### config.mk
export PLATFORM = sky130hd
export DESIGN_NAME = map_port_arbiter_flat
export DESIGN_NICKNAME = d
export VERILOG_FILES = /design/src/rtl/map_port_arbiter_pkg.sv /design/src/rtl/map_port_arbiter_if.sv /design/src/rtl/map_port_arbiter_rr_arb2.sv /design/src/rtl/map_port_arbiter.sv /design/src/flat_wrapper.sv
export SDC_FILE = /design/constraint.sdc
export NUM_CORES = 1
export LEC_CHECK = 0
export ABC_AREA = 1
export CORE_MARGIN = 2
export CORE_UTILIZATION = 30
export DETAILED_ROUTE_END_ITERATION = 7
export DONT_BUFFER_PORTS = 1
export GPL_ROUTABILITY_DRIVEN = 0
export PLACE_DENSITY = 0.52
export SLEW_MARGIN = 20
export SYNTH_ARGS = -nofsm -noshare
export SYNTH_HDL_FRONTEND = slang
export SYNTH_SLANG_ARGS = --single-unit
### constraint.sdc
create_clock -name clk -period 1.51 [get_ports clk]
set_clock_uncertainty 0.05 [all_clocks]
set_input_delay 0.151 -clock clk [delete_from_list [all_inputs] [get_ports clk]]
set_output_delay 0.151 -clock clk [all_outputs]
set_load 0.01 [all_outputs]
### src/rtl/map_port_arbiter_pkg.sv
// Shared widths, block id constants and write-sequencer state encoding for the
// map RAM port arbiter.
package map_port_arbiter_pkg;

  localparam int MAP_ADDR_W = 15;
  localparam int MAP_DATA_W = 4;

  localparam logic [MAP_DATA_W-1:0] BLK_AIR    = 4'd0;
  localparam logic [MAP_DATA_W-1:0] BLK_STONE  = 4'd1;
  localparam logic [MAP_DATA_W-1:0] BLK_DIRT   = 4'd2;
  localparam logic [MAP_DATA_W-1:0] BLK_GRASS  = 4'd3;
  localparam logic [MAP_DATA_W-1:0] BLK_SAND   = 4'd4;
  localparam logic [MAP_DATA_W-1:0] BLK_WATER  = 4'd5;
  localparam logic [MAP_DATA_W-1:0] BLK_WOOD   = 4'd6;
  localparam logic [MAP_DATA_W-1:0] BLK_LEAVES = 4'd7;

  typedef enum logic [1:0] {
    S_IDLE = 2'd0,
    S_FILL = 2'd1,
    S_DONE = 2'd2
  } fill_state_e;

endpackage

### src/rtl/map_port_arbiter_if.sv
// Client-side bundle of the map port arbiter: two read requesters, the edit
// port and the fill engine controls.
interface map_port_arbiter_if #(
  parameter int ADDR_W = 15,
  parameter int DATA_W = 4
);

  // Handshake rule for every req/ready pair here: a transfer happens in exactly
  // the cycle where req and ready are both high; ready may depend on req.
  logic [1:0]        rd_req;
  logic [ADDR_W-1:0] rd_addr0;
  logic [ADDR_W-1:0] rd_addr1;
  logic [1:0]        rd_ready;
  logic [1:0]        rsp_valid;
  logic [DATA_W-1:0] rsp_data;

  logic              wr_req;
  logic [ADDR_W-1:0] wr_addr;
  logic [DATA_W-1:0] wr_data;
  logic              wr_ready;

  logic              fill_start;
  logic [DATA_W-1:0] fill_value;
  logic              fill_busy;
  logic              fill_done;

  modport master (
    output rd_req, rd_addr0, rd_addr1, wr_req, wr_addr, wr_data, fill_start, fill_value,
    input  rd_ready, rsp_valid, rsp_data, wr_ready, fill_busy, fill_done
  );

  modport slave (
    input  rd_req, rd_addr0, rd_addr1, wr_req, wr_addr, wr_data, fill_start, fill_value,
    output rd_ready, rsp_valid, rsp_data, wr_ready, fill_busy, fill_done
  );

endinterface

### src/rtl/map_port_arbiter_rr_arb2.sv
// Two-way round-robin grant: a lone requester wins at once, a tie goes to the
// requester that was not granted last.
module map_port_arbiter_rr_arb2 (
  input  logic       clk,
  input  logic       rst,
  input  logic [1:0] req,
  output logic [1:0] grant
);

  // Index of the requester that wins the next tie.
  logic prio;

  always_comb begin
    grant = 2'b00;
    unique case (req)
      2'b01:   grant = 2'b01;
      2'b10:   grant = 2'b10;
      2'b11:   grant = prio ? 2'b10 : 2'b01;
      default: grant = 2'b00;
    endcase
  end

  always_ff @(posedge clk) begin
    if (rst) begin
      prio <= 1'b0;
    end else if (grant != 2'b00) begin
      prio <= grant[0];
    end
  end

endmodule

### src/rtl/map_port_arbiter.sv
// Shares the map block RAM: round-robin read port for two clients, and a write
// port sequenced between single-block edits and a whole-world fill.
module map_port_arbiter
  import map_port_arbiter_pkg::*;
#(
  parameter int ADDR_W     = MAP_ADDR_W,
  parameter int DATA_W     = MAP_DATA_W,
  parameter int READ_LAT   = 1,
  parameter int FILL_DEPTH = 32768
) (
  input  logic              clk,
  input  logic              rst,
  map_port_arbiter_if.slave bus,
  output logic [ADDR_W-1:0] map_block_addr,
  input  logic [DATA_W-1:0] map_block_id,
  output logic [ADDR_W-1:0] map_write_addr,
  output logic [DATA_W-1:0] map_write_data,
  output logic              map_write_en,
  output fill_state_e       fsm_state
);

  // One extra bit so a fill covering the whole address space never wraps.
  localparam int CNT_W = ADDR_W + 1;
  localparam logic [CNT_W-1:0] LAST_IDX = CNT_W'(FILL_DEPTH - 1);

  logic [1:0] grant;

  map_port_arbiter_rr_arb2 u_rr_arb2 (
    .clk   (clk),
    .rst   (rst),
    .req   (bus.rd_req),
    .grant (grant)
  );

  assign bus.rd_ready   = grant;
  assign map_block_addr = grant[1] ? bus.rd_addr1 : bus.rd_addr0;

  // Requester tag travels alongside the RAM's own read latency.
  logic [1:0] rsp_pipe [READ_LAT];

  always_ff @(posedge clk) begin
    if (rst) begin
      for (int i = 0; i < READ_LAT; i++) begin
        rsp_pipe[i] <= 2'b00;
      end
    end else begin
      rsp_pipe[0] <= grant;
      for (int i = 1; i < READ_LAT; i++) begin
        rsp_pipe[i] <= rsp_pipe[i-1];
      end
    end
  end

  assign bus.rsp_valid = rsp_pipe[READ_LAT-1];
  assign bus.rsp_data  = map_block_id;

  fill_state_e       state;
  fill_state_e       state_n;
  logic [CNT_W-1:0]  cnt;
  logic [CNT_W-1:0]  cnt_n;
  logic [DATA_W-1:0] fill_val;
  logic [DATA_W-1:0] fill_val_n;
  logic              we_n;
  logic [ADDR_W-1:0] wa_n;
  logic [DATA_W-1:0] wd_n;

  always_comb begin
    state_n       = state;
    cnt_n         = cnt;
    fill_val_n    = fill_val;
    we_n          = 1'b0;
    wa_n          = map_write_addr;
    wd_n          = map_write_data;
    bus.wr_ready  = 1'b0;
    bus.fill_busy = 1'b0;
    bus.fill_done = 1'b0;

    unique case (state)
      S_IDLE: begin
        // A fill request takes the write port ahead of a same-cycle edit.
        bus.wr_ready = !bus.fill_start;
        if (bus.fill_start) begin
          state_n    = S_FILL;
          cnt_n      = '0;
          fill_val_n = bus.fill_value;
        end else if (bus.wr_req) begin
          we_n = 1'b1;
          wa_n = bus.wr_addr;
          wd_n = bus.wr_data;
        end
      end
      S_FILL: begin
        bus.fill_busy = 1'b1;
        we_n          = 1'b1;
        wa_n          = cnt[ADDR_W-1:0];
        wd_n          = fill_val;
        cnt_n         = cnt + CNT_W'(1);
        if (cnt == LAST_IDX) begin
          state_n = S_DONE;
        end
      end
      S_DONE: begin
        bus.fill_done = 1'b1;
        state_n       = S_IDLE;
      end
      default: begin
        state_n = S_IDLE;
      end
    endcase
  end

  always_ff @(posedge clk) begin
    if (rst) begin
      state          <= S_IDLE;
      cnt            <= '0;
      fill_val       <= BLK_AIR;
      map_write_en   <= 1'b0;
      map_write_addr <= '0;
      map_write_data <= BLK_AIR;
    end else begin
      state          <= state_n;
      cnt            <= cnt_n;
      fill_val       <= fill_val_n;
      map_write_en   <= we_n;
      map_write_addr <= wa_n;
      map_write_data <= wd_n;
    end
  end

  assign fsm_state = state;

endmodule

### src/flat_wrapper.sv
// flat-port wrapper written by rule: the top's interface ports become plain ports
module map_port_arbiter_flat import map_port_arbiter_pkg::*;
#(
  parameter int ADDR_W     = MAP_ADDR_W,
  parameter int DATA_W     = MAP_DATA_W,
  parameter int READ_LAT   = 1,
  parameter int FILL_DEPTH = 32768
)
  (clk, rst, map_block_addr, map_block_id, map_write_addr, map_write_data, map_write_en, fsm_state, bus_rd_req, bus_rd_addr0, bus_rd_addr1, bus_wr_req, bus_wr_addr, bus_wr_data, bus_fill_start, bus_fill_value, bus_rd_ready, bus_rsp_valid, bus_rsp_data, bus_wr_ready, bus_fill_busy, bus_fill_done);
  map_port_arbiter_if #(.ADDR_W(ADDR_W), .DATA_W(DATA_W)) bus_i ();
  input  logic clk;
  input  logic rst;
  output logic [ADDR_W-1:0] map_block_addr;
  input  logic [DATA_W-1:0] map_block_id;
  output logic [ADDR_W-1:0] map_write_addr;
  output logic [DATA_W-1:0] map_write_data;
  output logic map_write_en;
  output fill_state_e fsm_state;
  input wire logic [$bits(bus_i.rd_req)-1:0] bus_rd_req;
  input wire logic [$bits(bus_i.rd_addr0)-1:0] bus_rd_addr0;
  input wire logic [$bits(bus_i.rd_addr1)-1:0] bus_rd_addr1;
  input wire logic [$bits(bus_i.wr_req)-1:0] bus_wr_req;
  input wire logic [$bits(bus_i.wr_addr)-1:0] bus_wr_addr;
  input wire logic [$bits(bus_i.wr_data)-1:0] bus_wr_data;
  input wire logic [$bits(bus_i.fill_start)-1:0] bus_fill_start;
  input wire logic [$bits(bus_i.fill_value)-1:0] bus_fill_value;
  output wire logic [$bits(bus_i.rd_ready)-1:0] bus_rd_ready;
  output wire logic [$bits(bus_i.rsp_valid)-1:0] bus_rsp_valid;
  output wire logic [$bits(bus_i.rsp_data)-1:0] bus_rsp_data;
  output wire logic [$bits(bus_i.wr_ready)-1:0] bus_wr_ready;
  output wire logic [$bits(bus_i.fill_busy)-1:0] bus_fill_busy;
  output wire logic [$bits(bus_i.fill_done)-1:0] bus_fill_done;
  assign bus_i.rd_req = bus_rd_req;
  assign bus_i.rd_addr0 = bus_rd_addr0;
  assign bus_i.rd_addr1 = bus_rd_addr1;
  assign bus_i.wr_req = bus_wr_req;
  assign bus_i.wr_addr = bus_wr_addr;
  assign bus_i.wr_data = bus_wr_data;
  assign bus_i.fill_start = bus_fill_start;
  assign bus_i.fill_value = bus_fill_value;
  assign bus_rd_ready = bus_i.rd_ready;
  assign bus_rsp_valid = bus_i.rsp_valid;
  assign bus_rsp_data = bus_i.rsp_data;
  assign bus_wr_ready = bus_i.wr_ready;
  assign bus_fill_busy = bus_i.fill_busy;
  assign bus_fill_done = bus_i.fill_done;
  map_port_arbiter #(.ADDR_W(ADDR_W), .DATA_W(DATA_W), .READ_LAT(READ_LAT), .FILL_DEPTH(FILL_DEPTH)) u_core (.clk(clk), .rst(rst), .bus(bus_i), .map_block_addr(map_block_addr), .map_block_id(map_block_id), .map_write_addr(map_write_addr), .map_write_data(map_write_data), .map_write_en(map_write_en), .fsm_state(fsm_state));
endmodule
==> results.yml, run 1 <==
worst_setup_path:
  reg2regPathDepth: 8
  path_cells: "o21ai_4 > buf_12 > clkinvlp_4 > nand2_1 > nand2_1"
  max_stage_delay_ps: 350
  critPathKind: "reg -> out"
  cp_max_fo: 8
  cp.arrival_ps: 1320
  cp-start-kind: "flop"
  worstPathRequired_ps: 1310
  end_kind: "primary output"
  cpMaxStageDelayCell: "dfxtp_2"
  cp_common_cell: "nand2_1"
floorplan:
  die-area_mm2: 0.008290
  die_y_um: 91.05
  core_mm2: 0.007292
  die_x_um: 91.05
  io_pins: 111
  initial_utilization_pct: 31.18
  rows: 31
drt:
  wirelength_um: 6611
  drtIter0Drc: 104
  drc: 0
  detail_route.vias_per_cell: 4.795
  first_pass_iters: 4
  vias: 2273
  drtAntennaViolNets: 0
  wl_per_cell_um: 13.95
status:
  violations: "negative setup slack"
  status: "finished, violations left"
global_route:
  grt_remaining_overflow: 0
  grt_max_degree: 37
  antenna_found_initial: 0
  grt_pass1_vias: 2048
  grt_pass1_wl_um: 10140
  track_usage_pct: 15.00
yosys:
  synthCells: 342
  syn_area_mm2: 0.002273
  ys_ff_latch: 45
  yosys_warnings: 0
  yosysUniqueCellTypes: 28
  synth_top_cell_by_area: "dfxtp_1"
  synth_nets: 406
  synth_top_area_share_pct: 39.63
  synth_area_leaders: "dfxtp_1 40%, nand2_1 21%, a31oi_1 5.0%, nor2_1 4.3%, inv_1 3.6%"
  synth-seq-area-share_pct: 39.63
  synth.avg_cell_area_um2: 6.647
cts:
  numCtsBuffers: 5
  htree_levels: 2
  clk_latency_ps: 310
  path_clk_slew_ps: 90
  cts_buffer_depth: 2
  cts_tree: "built"
  cts.sinks: 45
  root_buffer: "clkbuf_8"
sta:
  final.period_utilization_pct: 100.5
  fin_ws_ps: -7.173
  hold_viol: 0
  fin_crit_ps: 1517
  rsz0062_at_grt: "yes"
  setup_viol: 3
  whs_ps: 35.83
  timing.slew.headroom_pct: 56.79
  slew_violations: 0
  tightest_slew_ps: 646.0
  fmax_ghz: 0.6591
  finalSetupTns_ps: -10.91
cells_and_area:
  num-fill-cells: 801
  final_cells: 474
  diodes: 0
  final_nets: 438
  area_delta_synth_final_pct: 27.35
  drive_gt1_share_pct: 17.60
power_and_ir_drop:
  ir_worst_vdd_mv: 0.4110
  p_leak_nw: 1.184
  totalPowerFinal_mw: 2.677
  p_per_area_mw_per_mm2: 924.6
worst_hold_path:
  hold_depth: 3
  min_path_type: "in -> reg"
flow_run:
  maxCapViolations: 0
placement:
  portBuffers: 0
  dp_hpwl_um: 4524
  dp.cells: 437
==> cell usage in the layout (no fill, tap or decap) <==
| cell type | n |
|---|---|
| nor2_2 | 1 |
| clkinv_1 | 1 |
| nand2_2 | 19 |
| o21ai_0 | 11 |
| a22oi_1 | 1 |
| nand3b_1 | 2 |
| o21ai_1 | 17 |
| nor2_1 | 26 |
| clkbuf_8 | 5 |
| dfxtp_4 | 3 |
| buf_8 | 1 |
| dlygate4sd3_1 | 25 |
| a31oi_1 | 18 |
| nand4_1 | 1 |
| inv_1 | 21 |
| a211oi_1 | 1 |
| nand3_1 | 13 |
| buf_4 | 14 |
| inv_4 | 1 |
| o21ai_4 | 2 |
| inv_6 | 2 |
| nor3_1 | 4 |
| ha_2 | 1 |
| nand2_4 | 2 |
| buf_12 | 2 |
| dfxtp_2 | 1 |
| inv_2 | 3 |
| nor2_4 | 3 |
| clkinvlp_4 | 3 |
| nand3_2 | 1 |
| nor3b_1 | 1 |
| a21oi_1 | 15 |
| dfxtp_1 | 41 |
| nand2_8 | 1 |
| nand2_1 | 111 |
| a31o_2 | 1 |
==> kinds of logic after synthesis <==
group	synth area share [%]
AOI/OAI and AO/OA	16.57
and+or+nand+nor	34.23
DFF	39.63
adders and majority gates	0.5503
buffers and inverters	9.026
==> cell type report <==
class / count / area [µm²] / share of cell area (%)
Multi-Input combinational cell: 252 / 1239 / 42.78
Sequential cell: 45 / 913.4 / 31.55
Timing Repair Buffer: 42 / 410.4 / 14.17
Tap cell: 99 / 123.9 / 4.278
Inverter: 27 / 107.6 / 3.716
Clock buffer: 5 / 68.82 / 2.377
Clock inverter: 3 / 25.02 / 0.8643
Timing Repair inverter: 1 / 7.507 / 0.2593
==> final timing paths <==
check	start	end	slack (ps)
setup / recovery	u_core.u_rr_arb2.prio	map_block_addr[12]	-7
hold / removal	bus_rd_req[1]	u_core.rsp_pipe[0][0]	40
setup reg to reg	u_core.cnt[1]	u_core.cnt[14]	100
hold reg to reg	u_core.fill_val[0]	u_core.fill_val[0]	410
==> per-layer routing <==
layer  vias to the layer above  share of wire [%]  track usage, %
li1                       1174                  -               -
met1                      1034                 47           20.00
met2                        60                 47           23.83
met3                         5                5.4           3.817
met4                         0                1.1           4.545
met5                         -                  0               0
==> per-stage QoR <==
step           utilization, %  setup WS, ps  instance area, µm²
2_1_floorplan               -         171.5                2273
3_3_place_gp            33.06         78.01                2411
3_5_place_dp            33.06         50.52                2411
4_1_cts                 37.83         3.326                2759
5_1_grt                 39.70        -84.37                2895
6_report                39.70        -7.173                2895
==> timing repair <==
| item | 4_1_cts | 5_1_grt |
|---|---|---|
| gates cloned | 0 | 1 |
| setup buffers | 0 | 3 |
| hold buffers | 25 | 0 |
| setup endpoints to repair | 1 | 24 |
| pin swaps | 0 | 4 |
| gates resized for setup | 2 | 34 |
| endpoints found under the hold margin | 34 | 0 |
==> critical path, delay by kind of cell, from the launching register on <==
family	cells	cell delay (ps)
compound gates	1	190
buf+inv	2	290
flops	1	350
simple gates	2	200
==> cell usage after synthesis (all sizes together) <==
library cell and n:
a22oi 1, inv 26, buf 13, o21ai 30, nand4 1, clkinv 1
nor3 4, a211oi 1, nand3b 2, a21oi 15, dfxtp 45, nor3b 1
clkbuf 5, nand3 14, nand2 133, a31oi 18, a31o 1, ha 1
nor2 30
==> flip-flops by register name, summed over array words and instances (netlist names) <==
register	count
u_core.map_write_data	4
u_core.fill_val	4
u_core.map_write_en	1
u_core.rsp_pipe	2
u_core.cnt	16
u_core.u_rr_arb2.prio	1
u_core.map_write_addr	15
u_core.fsm_state	2
==> power breakdown <==
group	switching (mW)	leakage [nW]	internal (mW)
Combinational	0.309	0.768	0.208
Sequential	0.0923	0.371	1.27
Clock	0.463	0.0452	0.338
Total	0.864	1.18	1.81
Power figures use the tool's default switching activity.
==> run 2, diff against run 1 <==
- PLACE_DENSITY: 0.52 -> 0.44
==> run 2 against run 1 <==
  * The run now ends clean
  * Sequential cell count unchanged
  * Die area unchanged
  * Via count fell by 0.75%
  * Clock-buffer cell count is 1 higher
  * Power down 3.8%
  * Final area fell by 1.8%
  * Largest power group unchanged
  * Setup slack improved by 48 ps
==> results.yml, run 2 (synthesis results as in run 1) <==
status:
  status: "finished clean"
worst_setup_path:
  end_kind: "primary output"
  cpMaxStageDelayCell: "dfxtp_2"
  cp-start-kind: "flop"
  critPathKind: "reg -> out"
  path_cells: "o21ai_4 > clkinvlp_4 > buf_6 > nand2_1 > nand2_1"
  cp.arrival_ps: 1270
  cp_max_fo: 16
  worstPathRequired_ps: 1310
  cp_top_family: "flip-flops"
  max_stage_delay_ps: 350
  cp_num_buf_inv: 2
  cp_common_cell: "nand2_1"
sta:
  tightest_slew_ps: 622.7
  fmax_ghz: 0.6809
  slew_violations: 0
  rsz0062_at_grt: "yes"
  timing.slew.headroom_pct: 58.35
  final.period_utilization_pct: 97.26
  hold_viol: 0
  setup_viol: 0
  fin_crit_ps: 1469
global_route:
  grt_remaining_overflow: 0
  track_usage_pct: 14.77
  grt_pass1_vias: 2058
  grt_max_degree: 38
  antenna_found_initial: 0
  grt_pass1_wl_um: 10060
flow_run:
  maxCapViolations: 0
cts:
  cts_buffer_depth: 2
  cts.sinks: 45
  clk_latency_ps: 300
  path_clk_slew_ps: 80
  root_buffer: "clkbuf_8"
  cts_tree: "built"
  numCtsBuffers: 5
  htree_levels: 2
power_and_ir_drop:
  totalPowerFinal_mw: 2.576
  p_sw_share_pct: 30.78
  power.clock.fraction_pct: 28.4
  ir_worst_vdd_mv: 0.3842
  p_per_area_mw_per_mm2: 906.0
  p_comb_share_pct: 18.9
  p_sw_mw: 0.7928
  seqPwrFrac_pct: 52.7
  p_leak_nw: 1.180
  internal-power_mw: 1.783
cells_and_area:
  diodes: 0
  area_delta_synth_final_pct: 25.04
  layout_common_cells: "124 x nand2_1, 41 x dfxtp_1, 26 x nor2_1, 26 x dlygate4sd3_1, 21 x inv_1"
  largest_reg_flops: 16
  seqCellArea_um2: 910.9
  multi_input_area_mm2: 0.001214
  final_nets: 438
  top_regs: "u_core.cnt: 16 flops, u_core.map_write_addr: 15 flops"
  layout_commonest_cell: "nand2_1"
  regMostFlops: "u_core.cnt"
  fin_util_pct: 38.98
  num-fill-cells: 783
  drive_gt1_share_pct: 14.13
  final_cells: 474
placement:
  portBuffers: 0
  dp_hpwl_um: 4538
  dp.cells: 437
drt:
  first_pass_iters: 4
  drc: 0
  wirelength_um: 6265
  wl_per_cell_um: 13.22
  drtIter0Drc: 125
  vias: 2256
  detail_route.vias_per_cell: 4.759
  drtAntennaViolNets: 0
worst_hold_path:
  min_path_type: "in -> reg"
floorplan:
  die_y_um: 91.05
  io_pins: 111
  die_x_um: 91.05
  rows: 31
  initial_utilization_pct: 31.18
  core_mm2: 0.007292
  die-area_mm2: 0.008290
## run 2: final timing paths
kind	start	end	slack (ps)	cells after the start
max	u_core.u_rr_arb2.prio	map_block_addr[3]	40	5
min	bus_rd_req[1]	u_core.rsp_pipe[0][0]	20	3
max reg2reg	u_core.cnt[0]	u_core.fsm_state[0]	70	8
min reg2reg	u_core.fill_val[0]	u_core.fill_val[0]	410	2
## run 2: metrics by stage
step           setup WS (ps)  area (µm²)  hold WS, ps  setup TNS, ps
3_5_place_dp           17.14        2411        175.2              0
5_1_grt               -54.14        2843        56.55         -626.5
2_1_floorplan          171.5        2273        178.9              0
6_report               41.31        2843        17.03              0
3_3_place_gp           69.48        2411        174.1              0
4_1_cts              0.03419        2781        8.584              0
## run 2: area by class of cell
class	instances	share of cell area, %
flip-flops and latches	45	32.04
inverters	27	3.785
well taps	99	4.357
clock buffers	6	2.553
clock inverters	2	0.3521
multi-input cells	252	42.69
repair buffers	43	14.22
## run 2: per-layer routing
| metal | vias up | GRT usage (%) | routed length [µm] |
|---|---|---|---|
| met5 | - | 0 | 0 |
| met4 | 0 | 3.157 | 56 |
| met2 | 88 | 24.88 | 3017 |
| li1 | 1166 | - | - |
| met1 | 994 | 18.87 | 2744 |
| met3 | 8 | 4.066 | 447 |
## run 2: what timing repair did
action,4_1_cts,5_1_grt
buffers inserted,2,1
gates resized for setup,3,18
pin swaps,1,2
endpoints found under the setup margin,17,23
hold endpoints to repair,34,0
hold buffers,26,0
## run 2: worst register-to-register path: cells and delay by family, from the launching register on
kind | cells | cell delay (ps)
compound gates | 1 | 70
buf+inv | 1 | 110
simple gates | 5 | 500
flops | 1 | 370
fa+ha+maj | 1 | 180
## run 2: power groups by stage
stage | Combinational [mW] | Clock, mW | Sequential [mW]
2_1_floorplan | 0.331 | 0 | 1.37
3_3_place_gp | 0.400 | 0 | 1.38
3_5_place_dp | 0.403 | 0 | 1.39
4_1_cts | 0.478 | 0.765 | 1.36
5_1_grt | 0.545 | 0.801 | 1.37
6_report | 0.486 | 0.732 | 1.36
